`src/rtl/aes_pkg.sv`:
```
// Shared types and constants for the AES-128 key-schedule controller.
package aes_pkg;

  localparam int unsigned AES_NR    = 10;
  localparam int unsigned AES_KEY_W = 128;
  localparam int unsigned AES_IDX_W = 4;

  typedef logic [AES_KEY_W-1:0] aes_rk_t;
  typedef aes_rk_t [AES_NR:0]   aes_sched_t;

  typedef enum logic [1:0] {
    IDLE,
    EXPAND,
    READY,
    STREAM
  } aes_key_ctrl_state_e;

endpackage

```
`src/rtl/aes_key_ctrl.sv`:
```
// Sequences key loads into the AES-128 expander, waits for the schedule to
// settle, then streams round keys forward (encrypt) or reverse (decrypt).
module aes_key_ctrl
  import aes_pkg::*;
#(
  parameter int unsigned NR = AES_NR
) (
  input  logic                 clk,
  input  logic                 rst_n,
  input  logic                 key_req_vld_i,
  output logic                 key_req_rdy_o,
  input  logic [AES_KEY_W-1:0] key_req_key_i,
  output logic                 aes_key_vld_o,
  output logic [AES_KEY_W-1:0] aes_key_o,
  input  aes_sched_t           aes_key_sched_i,
  output logic                 key_ready_o,
  input  logic                 rk_start_i,
  input  logic                 rk_decrypt_i,
  output logic                 rk_vld_o,
  input  logic                 rk_rdy_i,
  output logic [AES_IDX_W-1:0] rk_idx_o,
  output logic [AES_KEY_W-1:0] rk_o,
  output logic                 rk_last_o,
  output logic                 rk_err_o
);

  localparam logic [AES_IDX_W-1:0] IDX_LAST = AES_IDX_W'(NR);
  localparam logic [AES_IDX_W-1:0] CNT_LAST = AES_IDX_W'(NR - 1);

  aes_key_ctrl_state_e   r_state;
  logic [AES_IDX_W-1:0]  r_cnt;
  logic [AES_IDX_W-1:0]  r_idx;
  logic                  r_vld;
  logic                  r_dec;
  logic                  r_err;
  logic                  r_key_ready;

  aes_key_ctrl_state_e   w_state_nxt;
  logic [AES_IDX_W-1:0]  w_cnt_nxt;
  logic [AES_IDX_W-1:0]  w_idx_nxt;
  logic                  w_vld_nxt;
  logic                  w_dec_nxt;
  logic                  w_err_nxt;
  logic                  w_key_req_rdy;
  logic                  w_last;

  // Last index depends on the latched direction; only meaningful while streaming.
  assign w_last = r_vld & (r_dec ? (r_idx == '0) : (r_idx == IDX_LAST));

  always_comb begin
    w_state_nxt   = r_state;
    w_cnt_nxt     = r_cnt;
    w_idx_nxt     = r_idx;
    w_vld_nxt     = r_vld;
    w_dec_nxt     = r_dec;
    w_err_nxt     = 1'b0;
    w_key_req_rdy = 1'b0;
    unique case (r_state)
      IDLE: begin
        w_key_req_rdy = 1'b1;
        w_err_nxt     = rk_start_i;
        if (key_req_vld_i) begin
          w_state_nxt = EXPAND;
          w_cnt_nxt   = '0;
        end
      end
      EXPAND: begin
        w_err_nxt = rk_start_i;
        w_cnt_nxt = r_cnt + AES_IDX_W'(1);
        if (r_cnt == CNT_LAST) begin
          w_state_nxt = READY;
        end
      end
      READY: begin
        // A stream start wins over a simultaneous key load.
        w_key_req_rdy = !rk_start_i;
        if (rk_start_i) begin
          w_state_nxt = STREAM;
          w_vld_nxt   = 1'b1;
          w_dec_nxt   = rk_decrypt_i;
          w_idx_nxt   = rk_decrypt_i ? IDX_LAST : '0;
        end else if (key_req_vld_i) begin
          w_state_nxt = EXPAND;
          w_cnt_nxt   = '0;
        end
      end
      STREAM: begin
        w_err_nxt = rk_start_i;
        if (r_vld && rk_rdy_i) begin
          if (w_last) begin
            w_vld_nxt   = 1'b0;
            w_state_nxt = READY;
          end else if (r_dec) begin
            w_idx_nxt = r_idx - AES_IDX_W'(1);
          end else begin
            w_idx_nxt = r_idx + AES_IDX_W'(1);
          end
        end
      end
      default: begin
        w_state_nxt = IDLE;
      end
    endcase
  end

  always_ff @(posedge clk or negedge rst_n) begin
    if (!rst_n) begin
      r_state     <= IDLE;
      r_cnt       <= '0;
      r_idx       <= '0;
      r_vld       <= 1'b0;
      r_dec       <= 1'b0;
      r_err       <= 1'b0;
      r_key_ready <= 1'b0;
    end else begin
      r_state     <= w_state_nxt;
      r_cnt       <= w_cnt_nxt;
      r_idx       <= w_idx_nxt;
      r_vld       <= w_vld_nxt;
      r_dec       <= w_dec_nxt;
      r_err       <= w_err_nxt;
      r_key_ready <= (w_state_nxt == READY) || (w_state_nxt == STREAM);
    end
  end

  assign key_req_rdy_o = w_key_req_rdy;
  assign aes_key_vld_o = key_req_vld_i & w_key_req_rdy;
  assign aes_key_o     = key_req_key_i;
  assign key_ready_o   = r_key_ready;
  assign rk_vld_o      = r_vld;
  assign rk_idx_o      = r_idx;
  assign rk_o          = aes_key_sched_i[r_idx];
  assign rk_last_o     = w_last;
  assign rk_err_o      = r_err;

endmodule

```
`config.mk`:
```
export PLATFORM = sky130hd
export DESIGN_NAME = aes_key_ctrl
export DESIGN_NICKNAME = d
export VERILOG_FILES = /design/src/rtl/aes_pkg.sv /design/src/rtl/aes_key_ctrl.sv
export SDC_FILE = /design/constraint.sdc
export NUM_CORES = 1
export LEC_CHECK = 0
export CORE_AREA = 4 4 693 695
export CTS_CLUSTER_DIAMETER = 100
export DETAILED_ROUTE_END_ITERATION = 8
export DIE_AREA = 0 0 697 699
export SLEW_MARGIN = 5
export SYNTH_ARGS = -nofsm -noshare
export SYNTH_HDL_FRONTEND = slang
export SYNTH_SLANG_ARGS = --single-unit
export TNS_END_PERCENT = 5
```
`constraint.sdc`:
```
create_clock -name clk -period 2.2 [get_ports clk]
set_input_delay 0.22 -clock clk [delete_from_list [all_inputs] [get_ports clk]]
set_output_delay 0.22 -clock clk [all_outputs]
set_load 0.02 [all_outputs]
```
# Word-level counts from Yosys, hierarchy flattened
# Index checks and enable logic that the tools add are counted.
[word_totals]
reg_bits = 14
latchBits = 0
ramBits = 0
romBits = 0
input_bits = 1542
out_inout_bits = 266
wordCells = 61
memories = 0
[classes]
addsub = 3
multipliers = 0
n_div = 0
n_lt_le_gt_ge = 1
eq_ne = 12
shift = 0
mux = 24
n_bitwise = 2
n_reduce_logical = 12
[ops]
columns = ["op", "count"]
rows = [
  ["$bmux 128 s4", 1],
  ["$mux 128", 1],
  ["$mux 4", 7],
  ["$pmux 4 s3", 1],
  ["$mux 2", 5],
  ["$ne 2x2->1 const B", 5],
  ["$add 4x1->4 const B", 2],
  ["$eq 2x2->1 const B", 4],
  ["$eq 4x4->1 const B", 2],
  ["$pmux 2 s4", 1],
  ["$pmux 4 s2", 1],
  ["$reduce_and 4->1", 2],
  ["$lt 4x5->1 const B", 1],
  ["$mux 1", 5],
  ["$logic_not 4->1", 1],
  ["$pmux 1 s2", 2],
  ["$reduce_and 2->1", 2],
  ["$sub 4x1->4 const B", 1],
  ["$reduce_bool 3->1", 1],
  ["$reduce_or 3->1", 1],
  ["$and 1x1->1", 2],
  ["$eq 2x1->1 const B", 1],
  ["$logic_not 2->1", 1],
  ["$reduce_bool 2->1", 1],
  ["3 further kinds", 3],
]

# Logic depth before layout (Yosys ltp)
[logic_depth]
ltp_word = 8
depth_mapped = 8
mapped_depth_nobuf = 6

# Worst setup path before layout
# OpenSTA, ideal clock, no wires.
[synth_timing]
kind = "reg-to-output"
from = "register r_idx[0], in the netlist rk_idx_o[0]"
to = "output rk_o[70]"
t_arrival_ns = 1.822
t_required_ns = 1.980
setup_slack_ns = 0.158
path_stages_with_launch = 7
cell_sequence = "dfrtp_1 buf_6 buf_6 buf_6 mux4_2 mux2i_1 o221ai_1"
[synth_between]
elab_chain_len = 2
[synth_lines]
columns = ["element", "line_no", "source"]
rows = [
  ["from (decl)", "aes_key_ctrl.sv:32", "logic [AES_IDX_W-1:0] r_idx;"],
  ["from (signal assigned)", "aes_key_ctrl.sv:118", "r_idx <= w_idx_nxt;"],
  ["$bmux 128 s4", "aes_key_ctrl.sv:132", "assign rk_o = aes_key_sched_i[r_idx];"],
  ["$mux 128 (implied by the code)", "aes_key_ctrl.sv:132", ""],
  ["to (decl)", "aes_key_ctrl.sv:22", "output logic [AES_KEY_W-1:0] rk_o,"],
]
# No other way between the ends. The select of a mux whose other input is x is not followed.

# Worst setup path after layout
[layout_timing]
from = "register r_idx[0], in the netlist rk_idx_o[0]"
to = "output rk_o[28]"
# The elaborated chain is that of the path after synthesis.

==> summary.md <==
| Metric | Value |
|---|---|
| CP Depth | 8 |
| Share of the synthesized area in the top cell type | 46.16% |
| Routed WL per cell | 44.62 um |
| Drt first pass iters | 5 |
| Yosys reg bits | 13 |
| Crit Path Max Fanout | 5 |
| GPL Wtd Cong | 1.085 |
| Unrepaired setup endpoints after global routing | yes |
| CP cell instances | buf_16 > buf_12 > buf_12 > mux4_2 > mux2i_4 > buf_12 > o221ai_4 > buf_6 |
| Largest cells by area after synthesis | mux4_2 46%, mux2i_1 21%, o221ai_1 9.1%, buf_4 7.7%, nand2_1 4.1% |
| Setup TNS | -84.03 ns |
| Max Cap Viol | 0 |
| Netlist cell types | 35 |
| Gr ovfl total | 0 |
| Drt initial violations | 2260 |
| Vias in the first global route | 21.23k |
| DP Area | 0.03767 mm^2 |
| Reg2Reg Depth | 7 |
| Final HPWL DP | 385500 um |
| Post-Syn Area | 0.01249 mm^2 |
| Max-slew headroom | 27.56% |
| Crit path largest cell delay | 0.60 ns |
| Cell count after synthesis | 1115 |
| Slew @ Worst Pin | 1.056 ns |
| Clock buffer depth | 2 |
| Syn nets | 2662 |
| Crit path time final | 3.071 ns |
| Skew final | 0.002540 ns |
| DRC | 0 |
| Die span in x | 697 um |
| Final ANT Viol Nets | 0 |
| Hold slack | 0.3293 ns |
| Slowest CP cell | mux4_2 |
| Largest net degree at the start of global routing | 58 |
| CP startpoint kind | flop |
| Worst path top cell family by delay | multiplexers |
| Initial antenna violation count | 477 |
| Worst-Skew Late Latency | 0.26 ns |
| Hold Path Class | input port to async pin |
| Area grow syn2layout | 223.4% |
| Final cell count without fillers | 9110 |
| CP Data Arrival Time | 2.85 ns |
| CTS Buf Count | 3 |
| Largest area contributor in the netlist | mux4_2 |
| Post-synthesis average cell area | 11.20 um^2 |
| Synth warn | 0 |
| Pwr dens | 128.1 mW/mm^2 |
| Clock slew at reported path FFs | 0.06 ns |
| Core area | 0.4739 mm^2 |
| Final setup viols | 128 |
| H-tree levels | 1 |
| TritonCTS clock tree | yes |
| Final setup margin | -0.8711 ns |
| Vias per inst | 2.491 |
| Clock Sinks | 13 |
| Vias | 22.69k |
| Die Y-Extent | 699 um |
| Final hold violation count | 0 |
| Fmax | 0.3256 GHz |
| Full die area | 0.4872 mm^2 |
| IO Pins | 1808 |
| Layout cells sized above 1 | 32.74% |
| Gr usage total | 15.94% |
| Hold_buf cts | 0 |
| Worst setup EP type | output pin |
| Register area share after synthesis | 2.604% |
| Kind of critical path | flop to output pin |
| First-pass GRT wire length | 454700 um |
| Placed cells | 8965 |
| Clock Tree Root | clkbuf_16 |
| Fin. max-slew vios | 0 |
| Lkg Pwr | 0.01292 uW |
| Nets | 4321 |
| Status | complete, but fails checks |
| Worst vdd ir | 186.5 uV |
| Starting Density | 2.636% |
| CP Buf/Inv Count | 5 |
| Failing checks | negative setup slack |
| CP Data Required Time | 1.98 ns |
| Final worst-path cycle share | 139.6% |
| Filler instances | 54.75k |
| Number of port buffers | 1551 |
| Row cnt | 253 |
| Final Instance Area | 0.04039 mm^2 |
| Critical Path Most Common Cell | buf_12 |
| Setup Slack @ Placement | -1.406 ns |
| WL final | 406500 um |
[path summary, 6_finish.rpt]
kind / start / end / slack, ns
setup / recovery: rk_idx_o[0] / rk_o[28] / -0.87
hold / removal: rst_n / rk_idx_o[3] / 0.33
setup reg to reg: rk_idx_o[1] / rk_idx_o[3] / 0.13
hold reg to reg: r_cnt[3] / r_cnt[3] / 0.50
max in group asynchronous: rst_n / rk_idx_o[0] / 1.64
min in group clk: key_req_key_i[110] / aes_key_o[110] / 0.44
[cells in the mapped netlist (all sizes together)]
library cell and count:
nor2 6, ha 4, nand3 5, and3b 1
mux2 2, o21ai 12, a21bo 1, mux4 256
xnor2 2, and4 1, fa 1, o211ai 1
a21boi 1, nand2 138, nor3b 1, and2 2
a2111oi 1, buf 214, a221oi 1, o221ai 130
nor3 3, nand3b 1, mux2i 257, inv 7
clkbuf 45, o31ai 1, nand2b 2, a21oi 6
dfrtp 13
[metal layers]
metal / global-route usage (%) / part of all wire, % / up-vias
li1: - / - / 8043
met1: 16.17 / 34 / 10815
met2: 25.24 / 44 / 2636
met3: 12.79 / 18 / 919
met4: 3.806 / 3.3 / 278
met5: 0.2059 / 0.52 / -
[state kept, by name, indices dropped and copies added, names as in the netlist]
register / count
key_ready_o: 1
r_cnt: 4
r_dec: 1
r_state: 1
rk_err_o: 1
rk_idx_o: 4
rk_vld_o: 1
[cells in the final DEF, fill, tap and decap left out, types with 2 or more instances in the layout]
cell,n
clkdlybuf4s50_1,1419
buf_4,267
mux4_2,256
mux2i_1,201
buf_12,136
nand2_1,126
diode_2,90
buf_6,65
o221ai_1,56
o221ai_2,48
mux2i_4,34
o221ai_4,26
mux2i_2,22
nand2_2,12
buf_8,12
dfrtp_1,10
buf_16,9
o21ai_0,7
a21oi_1,6
clkbuf_16,6
inv_1,5
nor2_1,5
o21ai_1,4
nand3_1,4
ha_1,4
nor3_1,3
dfrtp_4,3
nand2b_1,2
xnor2_1,2
and2_1,2
[logic make-up after synthesis]
group	after synthesis	synth area share (%)
flip-flops	13	2.604
buffers and inverters	266	14.36
AO/OA/AOI/OAI	154	10.29
multiplexers	515	66.93
adder cells (fa/ha/maj)	5	0.5610
XOR/XNOR	2	0.1403
AND/OR/NAND/NOR	160	5.109
[cell type report]
class | count | area (um^2) | share of cell area [%]
Sequential cell | 13 | 336.6 | 0.8333
Antenna cell | 90 | 225.2 | 0.5576
Timing Repair Buffer | 1913 | 20210 | 50.03
Tap cell | 6247 | 7816 | 19.35
Multi-Input combinational cell | 836 | 11690 | 28.95
Clock inverter | 1 | 5.005 | 0.01239
Inverter | 7 | 33.78 | 0.08364
Clock buffer | 3 | 75.07 | 0.1859
[stage by stage]
step	util, %	total power [uW]
after CTS	8.344	5221
after global routing	8.494	5339
after detailed placement	7.950	4688
final	8.523	5173
after global placement	7.950	4701
after floorplan	-	1150
[power breakdown]
part | switching, uW | internal [uW]
sequential | 0.221 | 240
clock | 133 | 243
combinational | 1640 | 2910
total | 1780 | 3400
[what timing repair did]
action	4_1_cts	5_1_grt
gates resized for setup	265	70
pin swaps	48	22
endpoints found under the hold margin	0	0
setup endpoints to repair	130	129
cloned	3	2
buffers inserted	14	33
(Power assumes the default switching activity.)
